`src/rtl/hpm_counter_bank.sv`:
```
// Hardware performance monitor bank: run-time event mapping per counter, wrap/saturate
// counting, sticky overflow flags and a combined overflow interrupt behind a small CSR window.
module hpm_counter_bank #(
    parameter int NUM_COUNTERS = 8,
    parameter int NUM_EVENTS   = 16,
    parameter int CNT_WIDTH    = 64,
    parameter int INC_WIDTH    = 2,
    parameter int XLEN         = 64,
    localparam int SEL_W       = (NUM_COUNTERS > 1) ? $clog2(NUM_COUNTERS) : 1
) (
    input  logic                             clk_i,
    input  logic                             rst_ni,
    input  logic                             debug_mode_i,
    input  logic [NUM_EVENTS*INC_WIDTH-1:0]  event_inc_i,
    input  logic [SEL_W-1:0]                 sel_i,
    input  logic [1:0]                       field_i,
    input  logic                             we_i,
    input  logic [XLEN-1:0]                  wdata_i,
    output logic [XLEN-1:0]                  rdata_o,
    output logic [NUM_COUNTERS-1:0]          ovf_o,
    output logic                             irq_o
);

    localparam bit HAS_HI = (CNT_WIDTH > XLEN);
    localparam int LO_W   = HAS_HI ? XLEN : CNT_WIDTH;
    localparam logic [CNT_WIDTH-1:0] LO_MASK = {CNT_WIDTH{1'b1}} >> (CNT_WIDTH - LO_W);
    localparam logic [CNT_WIDTH-1:0] CNT_MAX = {CNT_WIDTH{1'b1}};

    logic [CNT_WIDTH-1:0]    cnt_r     [NUM_COUNTERS];
    logic [7:0]              evsel_r   [NUM_COUNTERS];
    logic [NUM_COUNTERS-1:0] inh_r;
    logic [NUM_COUNTERS-1:0] sat_r;
    logic [NUM_COUNTERS-1:0] irqen_r;
    logic [NUM_COUNTERS-1:0] ovf_r;

    logic [CNT_WIDTH-1:0]    cnt_d_s   [NUM_COUNTERS];
    logic [7:0]              evsel_d_s [NUM_COUNTERS];
    logic [INC_WIDTH-1:0]    inc_s     [NUM_COUNTERS];
    logic [CNT_WIDTH:0]      sum_s     [NUM_COUNTERS];
    logic [NUM_COUNTERS-1:0] hit_s;
    logic [NUM_COUNTERS-1:0] ctrl_wr_s;
    logic [NUM_COUNTERS-1:0] ovf_set_s;
    logic [NUM_COUNTERS-1:0] inh_d_s;
    logic [NUM_COUNTERS-1:0] sat_d_s;
    logic [NUM_COUNTERS-1:0] irqen_d_s;
    logic [NUM_COUNTERS-1:0] ovf_d_s;

    // Next-state for every counter: CSR write takes priority and drops that cycle's increment.
    always_comb begin
        for (int i = 0; i < NUM_COUNTERS; i++) begin
            hit_s[i]     = we_i && (sel_i == SEL_W'(i));
            ctrl_wr_s[i] = hit_s[i] && (field_i == 2'd3);
            inc_s[i]     = '0;
            // Out-of-range selects match no event and therefore add nothing.
            for (int e = 0; e < NUM_EVENTS; e++) begin
                inc_s[i] = (evsel_r[i] == 8'(e + 1)) ? event_inc_i[e*INC_WIDTH +: INC_WIDTH] : inc_s[i];
            end
            sum_s[i]     = {1'b0, cnt_r[i]} + (CNT_WIDTH + 1)'(inc_s[i]);
            cnt_d_s[i]   = cnt_r[i];
            ovf_set_s[i] = 1'b0;
            if (hit_s[i] && (field_i == 2'd0)) begin
                cnt_d_s[i] = (cnt_r[i] & ~LO_MASK) | (CNT_WIDTH'(wdata_i) & LO_MASK);
            end else if (hit_s[i] && (field_i == 2'd1) && HAS_HI) begin
                cnt_d_s[i] = (cnt_r[i] & LO_MASK) | ((CNT_WIDTH'(wdata_i) << XLEN) & ~LO_MASK);
            end else if (!debug_mode_i && !inh_r[i]) begin
                if (sat_r[i] && sum_s[i][CNT_WIDTH]) begin
                    cnt_d_s[i]   = CNT_MAX;
                    // A counter already pinned at all-ones does not re-flag overflow.
                    ovf_set_s[i] = (cnt_r[i] != CNT_MAX);
                end else begin
                    cnt_d_s[i]   = sum_s[i][CNT_WIDTH-1:0];
                    ovf_set_s[i] = sum_s[i][CNT_WIDTH];
                end
            end else begin
                cnt_d_s[i] = cnt_r[i];
            end
            evsel_d_s[i] = (hit_s[i] && (field_i == 2'd2)) ? wdata_i[7:0] : evsel_r[i];
            inh_d_s[i]   = ctrl_wr_s[i] ? wdata_i[0] : inh_r[i];
            sat_d_s[i]   = ctrl_wr_s[i] ? wdata_i[1] : sat_r[i];
            irqen_d_s[i] = ctrl_wr_s[i] ? wdata_i[2] : irqen_r[i];
            ovf_d_s[i]   = (ovf_r[i] & ~(ctrl_wr_s[i] & wdata_i[3])) | ovf_set_s[i];
        end
    end

    // State registers with asynchronous clear.
    always_ff @(posedge clk_i or negedge rst_ni) begin
        if (!rst_ni) begin
            for (int i = 0; i < NUM_COUNTERS; i++) begin
                cnt_r[i]   <= '0;
                evsel_r[i] <= 8'h00;
            end
            inh_r   <= '0;
            sat_r   <= '0;
            irqen_r <= '0;
            ovf_r   <= '0;
        end else begin
            for (int i = 0; i < NUM_COUNTERS; i++) begin
                cnt_r[i]   <= cnt_d_s[i];
                evsel_r[i] <= evsel_d_s[i];
            end
            inh_r   <= inh_d_s;
            sat_r   <= sat_d_s;
            irqen_r <= irqen_d_s;
            ovf_r   <= ovf_d_s;
        end
    end

    // Side-effect-free CSR read mux; unmatched selects read zero.
    always_comb begin
        rdata_o = '0;
        for (int i = 0; i < NUM_COUNTERS; i++) begin
            if (sel_i == SEL_W'(i)) begin
                case (field_i)
                    2'd0:    rdata_o = XLEN'(cnt_r[i]);
                    2'd1:    rdata_o = HAS_HI ? XLEN'(cnt_r[i] >> XLEN) : '0;
                    2'd2:    rdata_o = XLEN'(evsel_r[i]);
                    2'd3:    rdata_o = XLEN'({ovf_r[i], irqen_r[i], sat_r[i], inh_r[i]});
                    default: rdata_o = '0;
                endcase
            end else begin
                rdata_o = rdata_o;
            end
        end
    end

    assign ovf_o = ovf_r;
    assign irq_o = |(ovf_r & irqen_r);

endmodule

```
`config.mk`:
```
export PLATFORM = sky130hd
export DESIGN_NAME = hpm_counter_bank
export DESIGN_NICKNAME = d
export VERILOG_FILES = /design/src/rtl/hpm_counter_bank.sv
export SDC_FILE = /design/constraint.sdc
export NUM_CORES = 2
export LEC_CHECK = 0
export BUFFER_PORTS_ARGS = -buffer_cell sky130_fd_sc_hd__buf_4
export CAP_MARGIN = 20
export CORE_MARGIN = 10
export CORE_UTILIZATION = 50
export DETAILED_ROUTE_END_ITERATION = 6
export PLACE_DENSITY_LB_ADDON = 0.1
export SYNTH_ARGS = -nofsm -noshare
export SYNTH_HDL_FRONTEND = slang
export SYNTH_SLANG_ARGS = --single-unit
```
`constraint.sdc`:
```
create_clock -name clk_i -period 4.7 [get_ports clk_i]
set_input_delay 0.47 -clock clk_i [delete_from_list [all_inputs] [get_ports clk_i]]
set_output_delay 0.47 -clock clk_i [all_outputs]
set_load 0.01 [all_outputs]
```
## Word-level counts from Yosys, hierarchy flattened

Index checks and enable logic that the tools add are counted.
W data, S select, Z words.

| cells by class | value |
|---|---|
| add/subtract/negate cells | 8 |
| equal/unequal tests | 146 |
| muxes and demuxes | 192 |
| bitwise operators | 33 |
| reduce and logical (&&, ||, !) cells | 68 |

Operators with widths:

| cell | count |
|---|---|
| $mux W64 | 32 |
| $pmux W64 S4 | 8 |
| $add A64 B2 Y65 | 8 |
| $eq A8 B4 Y1 const B | 64 |
| $ne A64 B64 Y1 const B | 8 |
| $eq A8 B3 Y1 const B | 32 |
| $mux W2 | 128 |
| $eq A8 B2 Y1 const B | 16 |
| $eq A8 B1 Y1 const B | 8 |
| $eq A8 B5 Y1 const B | 8 |
| $logic_and A1 B1 Y1 | 48 |
| $mux W1 | 24 |
| $and A1 B1 Y1 | 16 |
| $reduce_bool A2 Y1 | 8 |
| $eq A3 B3 Y1 const B | 4 |
| $logic_not A1 Y1 | 9 |
| $and A8 B8 Y8 | 1 |
| $not A1 Y1 | 8 |
| $or A1 B1 Y1 | 8 |
| $reduce_or A8 Y1 | 1 |
| $eq A3 B2 Y1 const B | 2 |
| $eq A2 B2 Y1 const B | 2 |
| $eq A3 B1 Y1 const B | 1 |
| $logic_not A3 Y1 | 1 |
| 2 further kinds | 2 |

| word-level totals | value |
|---|---|
| register bits | 608 |
| input port bits | 105 |
| output and inout port bits | 73 |
| word-level logic and storage cells | 488 |

## Longest topological paths before layout

| logic depth | value |
|---|---|
| depth after elaboration | 23 |
| mapped depth | 20 |
| depth with buffers taken out | 16 |

## Worst setup path after synthesis

Ideal clock, no wire load.

| timing path | value |
|---|---|
| path kind | register -> register |
| start | register evsel_r[63] (netlist bit) |
| end | register cnt_r[509] (netlist bit) |
| setup time | 0.099 ns |
| data arrival time | 3.961 ns |
| required time | 4.601 ns |
| path slack | 0.640 ns |
| stages on the path, launching flop included | 19 |
| path buffers | 2 |
| clock period less this slack | 4.060 ns |
| cell sequence | dfrtp_1 or3_1 nor3_1 and4b_1 a21oi_1 o22ai_1 a21oi_1 a21oi_1 ha_1 fa_1 and4_1 or3b_1 buf_2 or2_4 or4_4 buf_6 o21ai_4 a311oi_1 a311oi_1 |

| on the way | value |
|---|---|
| longest elaborated chain between the ends | 22 |
| elaborated cells between the ends (all ways) | 37 |
| those cells by class | add/sub: 1; eq/ne: 16; mux: 19; reduce/logical: 1 |

Ends and longest elaborated chain:

| item | line | source |
|---|---|---|
| start: declaration | 30 | `logic [7:0] evsel_r [NUM_COUNTERS];` |
| start signal: indexed assignment | 99 | `evsel_r[i] <= evsel_d_s[i];` |
| $eq A8 B1 Y1 | 56 | `inc_s[i] = (evsel_r[i] == 8'(e + 1)) ? event_inc_i[e*INC_WIDTH +: INC_WIDTH] : inc_s[i];` |
| $mux W2 (15 in a row) | 56 |  |
| $mux W2 (*) | 56 |  |
| $add A64 B2 Y65 (*) | 58 | `sum_s[i] = {1'b0, cnt_r[i]} + (CNT_WIDTH + 1)'(inc_s[i]);` |
| $logic_and A1 B1 Y1 | 66 | `if (sat_r[i] && sum_s[i][CNT_WIDTH]) begin` |
| $mux W64 (*) | 66 |  |
| $mux W64 (*) | 65 | `end else if (!debug_mode_i && !inh_r[i]) begin` |
| $mux W64 (*) | 61 | `if (hit_s[i] && (field_i == 2'd0)) begin` |
| end signal: indexed assignment | 98 | `cnt_r[i] <= cnt_d_s[i];` |
| end: declaration | 29 | `logic [CNT_WIDTH-1:0] cnt_r [NUM_COUNTERS];` |

Every way passes the cells marked *; elsewhere a longest branch is shown, timed or not. The select of a mux whose other input is x is not followed.
A chain may end at the register's enable or synchronous reset.

## Final worst setup path

| timing path | value |
|---|---|
| start | register evsel_r[21] (netlist bit) |
| end | register cnt_r[186] (netlist bit) |

Same word-level chain as after synthesis.

==> out/metrics.cfg <==
[synthesis]
mappedNetlistNets = 5789
count_of_yosys_warnings_during_synthesis = 0
ys_seq_elements = 608
post_synthesis_mux_area_share_pct = 10.5
number_of_distinct_library_cells_after_synthesis = 101
yosys.area_share.xor_xnor_pct = 0.115
synth_top_family_by_area = simple AND/OR/NAND/NOR gates
synth_top_area_share_pct = 33.4
synthesis.area_per_instance_um2 = 8.06
synth_cells = 5660
asr_flop_ratio_synth_pct = 100
synthesis.area_um2 = 45600
synth_edf_count = 0
synthFlopType = sky130_fd_sc_hd__dfrtp_1
synth_top_area_cell = sky130_fd_sc_hd__dfrtp_1
synth_simple_gate_area_share_pct = 26.1
compound_gate_portion_of_the_synthesized_area_pct = 24.0
post_synth_main_area_contributors = sky130_fd_sc_hd__dfrtp_1, sky130_fd_sc_hd__nand2_1, sky130_fd_sc_hd__nor2_1
seq_area_frac_synth_pct = 33.4
post_synth_fa_ha_maj_area_fraction_pct = 0.790

[setup_path]
largest_fanout_on_the_critical_path = 11
timing.rr.end = cnt_r[186]
worst-endpoint-required_ps = 5230
worst_setup_path_end_kind = register
cell_count_of_the_worst_reg_to_reg_path = 16
critical_path.reg2reg.startpoint = evsel_r[21]
critical_path_arrival_ps = 5090
crit_start_category = register
timing.setup.critical_path_class = register to register
slack_of_the_worst_reg_to_reg_path_ps = 140

[global_routing]
pin_count_of_the_biggest_net_entering_global_routing = 111
grt_first_pass_wirelength_um = 331000
grt.total_usage_pct = 43.2
grt_overflow = 0
initial_antenna_violation_count = 8
first_global_vias = 46021

[clocking]
htreeDepth = 3
tritoncts.num_buffers = 76
cts_root_buf = sky130_fd_sc_hd__clkbuf_16
clk_sink_count = 608
clk_transition_reported_paths_ps = 60
insertion_delay_ps = 660
cts_tree = done
buffer_depth_of_the_longest_clock_path = 3

[placed_design]
dp_hpwl_um = 173000
globalplace.congestion = 1.10
detailedPlace.worstSlack_ps = 190
numPlacedInstances = 6777
place.port_buffers = 177

[timing]
max_slew.worst_pin.slew_ps = 1220
maxSlewViolCount = 0
worst_slack_ps = 139
setup_violations = 0
slew-limit-headroom_pct = 18.3
timing.final.crit_period_ps = 4560
finalHoldViolations = 0
max_clock_freq_ghz = 0.219
period_utilization_pct = 97.0
rsz0062_at_grt = yes
finClkSkew_ps = 23.4
fin_hold_ws_ps = 178

[worst_hold_path]
min_to = cnt_r[48]
hold-path-cell-count = 3
min-delay-start = wdata_i[48]
hold_path_class = input port to register

[job]
maxCapViolations = 0

[power_and_ir_drop]
netSwitchingPower_mw = 6.84
clockPowerShare_pct = 33.7
seq_power_share_pct = 40.6
cellInternalPower_mw = 11.3
power_leakage_nw = 20.2
irDropWorstVdd_v = 0.000279
comb_power_share_pct = 25.7
powerDensity_nw_per_um2 = 354
p_sw_share_pct = 37.6

[die]
die_area_um2 = 104000
core.rowCount = 110
chipHeight_um = 322
top_level_ports = 178
die_width_um = 322
core-area_um2 = 90300
starting_density_of_the_core_pct = 50.5

[route]
via_count = 51598
routed_wl_um = 233000
antenna_left = 0
pre_antenna_drt_iters = 7
dr.first_iter.drc_count = 9199
drc = 10
detail_route.vias_per_cell = 7.46
routed_wl_per_cell_um = 33.7

[finish]
layout.filler_cells = 8361
mostFrequentLayoutCell = sky130_fd_sc_hd__dfrtp_1
finish.cell_count_without_fillers = 6921
post_route_cells_drive_above_1_share_pct = 16.3
most-common-layout-cells = sky130_fd_sc_hd__dfrtp_1, sky130_fd_sc_hd__nand2_1, sky130_fd_sc_hd__nor2_1
area_delta_synth_final_pct = 12.7
finish.net_count = 5813

[outcome]
run_status = complete, but fails checks
violated_checks = design-rule violations

[power by group through the flow]
stage | sequential (mW) | combinational [mW] | clock, mW
finish | 7.37 | 4.66 | 6.13
global route | 7.45 | 4.92 | 6.31
CTS | 7.28 | 4.48 | 6.12
detailed placement | 7.36 | 4.46 | 0
global placement | 7.35 | 4.40 | 0
floorplan | 6.71 | 2.96 | 0
[synthesized netlist by cell type, types with 13 or more instances]
library cell               number
sky130_fd_sc_hd__dfrtp_1      608
sky130_fd_sc_hd__nand2_1      563
sky130_fd_sc_hd__nor2_1       531
sky130_fd_sc_hd__o21ai_0      379
sky130_fd_sc_hd__clkbuf_1     336
sky130_fd_sc_hd__a21oi_1      327
sky130_fd_sc_hd__o22ai_1      279
sky130_fd_sc_hd__nand3_1      245
sky130_fd_sc_hd__nor3_1       243
sky130_fd_sc_hd__nand4_1      182
sky130_fd_sc_hd__mux2_2       165
sky130_fd_sc_hd__and3_1       155
sky130_fd_sc_hd__mux2i_1      149
sky130_fd_sc_hd__inv_1        112
sky130_fd_sc_hd__a31oi_1       85
sky130_fd_sc_hd__buf_1         81
sky130_fd_sc_hd__a211oi_1      76
sky130_fd_sc_hd__a221oi_1      72
sky130_fd_sc_hd__or3_1         67
sky130_fd_sc_hd__and4_1        66
sky130_fd_sc_hd__o31ai_1       66
sky130_fd_sc_hd__nor4_1        65
sky130_fd_sc_hd__a311oi_1      63
sky130_fd_sc_hd__mux4_2        63
sky130_fd_sc_hd__and2_1        55
sky130_fd_sc_hd__buf_2         53
sky130_fd_sc_hd__a21o_1        40
sky130_fd_sc_hd__a22oi_1       35
sky130_fd_sc_hd__nand2b_1      32
sky130_fd_sc_hd__a41oi_1       28
sky130_fd_sc_hd__o21a_1        27
sky130_fd_sc_hd__o32ai_1       24
sky130_fd_sc_hd__nor2b_1       22
sky130_fd_sc_hd__nor3b_1       20
sky130_fd_sc_hd__o221a_2       20
sky130_fd_sc_hd__or2_2         19
sky130_fd_sc_hd__or4_1         19
sky130_fd_sc_hd__a22o_1        18
sky130_fd_sc_hd__a41o_1        17
sky130_fd_sc_hd__o221ai_1      17
sky130_fd_sc_hd__ha_1          16
sky130_fd_sc_hd__o21ai_1       15
sky130_fd_sc_hd__o211ai_1      13
[stage by stage]
step | instance area (um2) | total power [mW] | TNS [ps] | utilization [%]
final | 51400 | 18.2 | 0 | 56.9
after global routing | 51400 | 18.7 | -43.6 | 56.9
after CTS | 51200 | 17.9 | 0 | 56.7
after detailed placement | 48700 | 11.8 | 0 | 54.0
after global placement | 48700 | 11.7 | 0 | 53.9
after floorplan | 45600 | 9.67 | 0 | -
[layout make-up]
type	count	area (um2)	area share, %
multi-input cells	4450	28300	55.1
flip-flops and latches	608	15200	29.6
repair buffers	436	3480	6.76
clock buffers	104	2230	4.35
well taps	1176	1470	2.86
inverters	112	420	0.818
clock inverters	29	269	0.523
diodes	6	15.0	0.0292
[what timing repair did]
item,CTS,global route
setup endpoints to repair,0,73
resized for setup,0,23
endpoints found under the hold margin,66,0
setup buffers,0,4
hold buffers,1,0
[metal layers]
layer	GRT usage, %	share of wire (%)	wire length [um]
met4	27.5	8.1	18800
met2	57.0	39	89900
met3	17.3	16	37800
met1	57.4	37	86500
met5	1.50	0.11	259
[worst max-delay path, cell delays in order (launching register included)]
cell and delay [ps]:
sky130_fd_sc_hd__dfrtp_1 430, sky130_fd_sc_hd__or4b_2 720, sky130_fd_sc_hd__nor2b_1 150, sky130_fd_sc_hd__a41oi_1 50
sky130_fd_sc_hd__o32ai_1 240, sky130_fd_sc_hd__o22ai_1 120, sky130_fd_sc_hd__o221ai_1 160, sky130_fd_sc_hd__ha_2 280
sky130_fd_sc_hd__fa_1 210, sky130_fd_sc_hd__and3_1 290, sky130_fd_sc_hd__and2_1 240, sky130_fd_sc_hd__nand4_1 220
sky130_fd_sc_hd__buf_4 290, sky130_fd_sc_hd__nor4_1 490, sky130_fd_sc_hd__nand4_1 230, sky130_fd_sc_hd__o21ai_0 200
sky130_fd_sc_hd__o21ai_0 120
[worst max path at each step]
stage | start | end | cells past startpoint
floorplan | evsel_r[63] | cnt_r[509] | 18
global placement | evsel_r[7] | cnt_r[57] | 16
detailed placement | evsel_r[21] | cnt_r[188] | 16
CTS | evsel_r[21] | cnt_r[136] | 16
global route | evsel_r[21] | cnt_r[185] | 16
finish | evsel_r[21] | cnt_r[186] | 16
[sequential cells by signal (all words and copies together), names as in the netlist]
name / cells
sat_r: 8
cnt_r: 512
evsel_r: 64
irqen_r: 8
ovf_o: 8
inh_r: 8
[cells by family (layout without fill, tap and decap cells)]
family | after synthesis | after routing
flip-flops | 608 | 608
multiplexers | 377 | 377
adder cells (fa/ha/maj) | 24 | 24
XOR/XNOR | 6 | 6
other | 0 | 6
AND/OR/NAND/NOR | 2357 | 2357
AO/OA/AOI/OAI | 1686 | 1686
buffers and inverters | 602 | 681
Power figures use the tool's default switching activity.
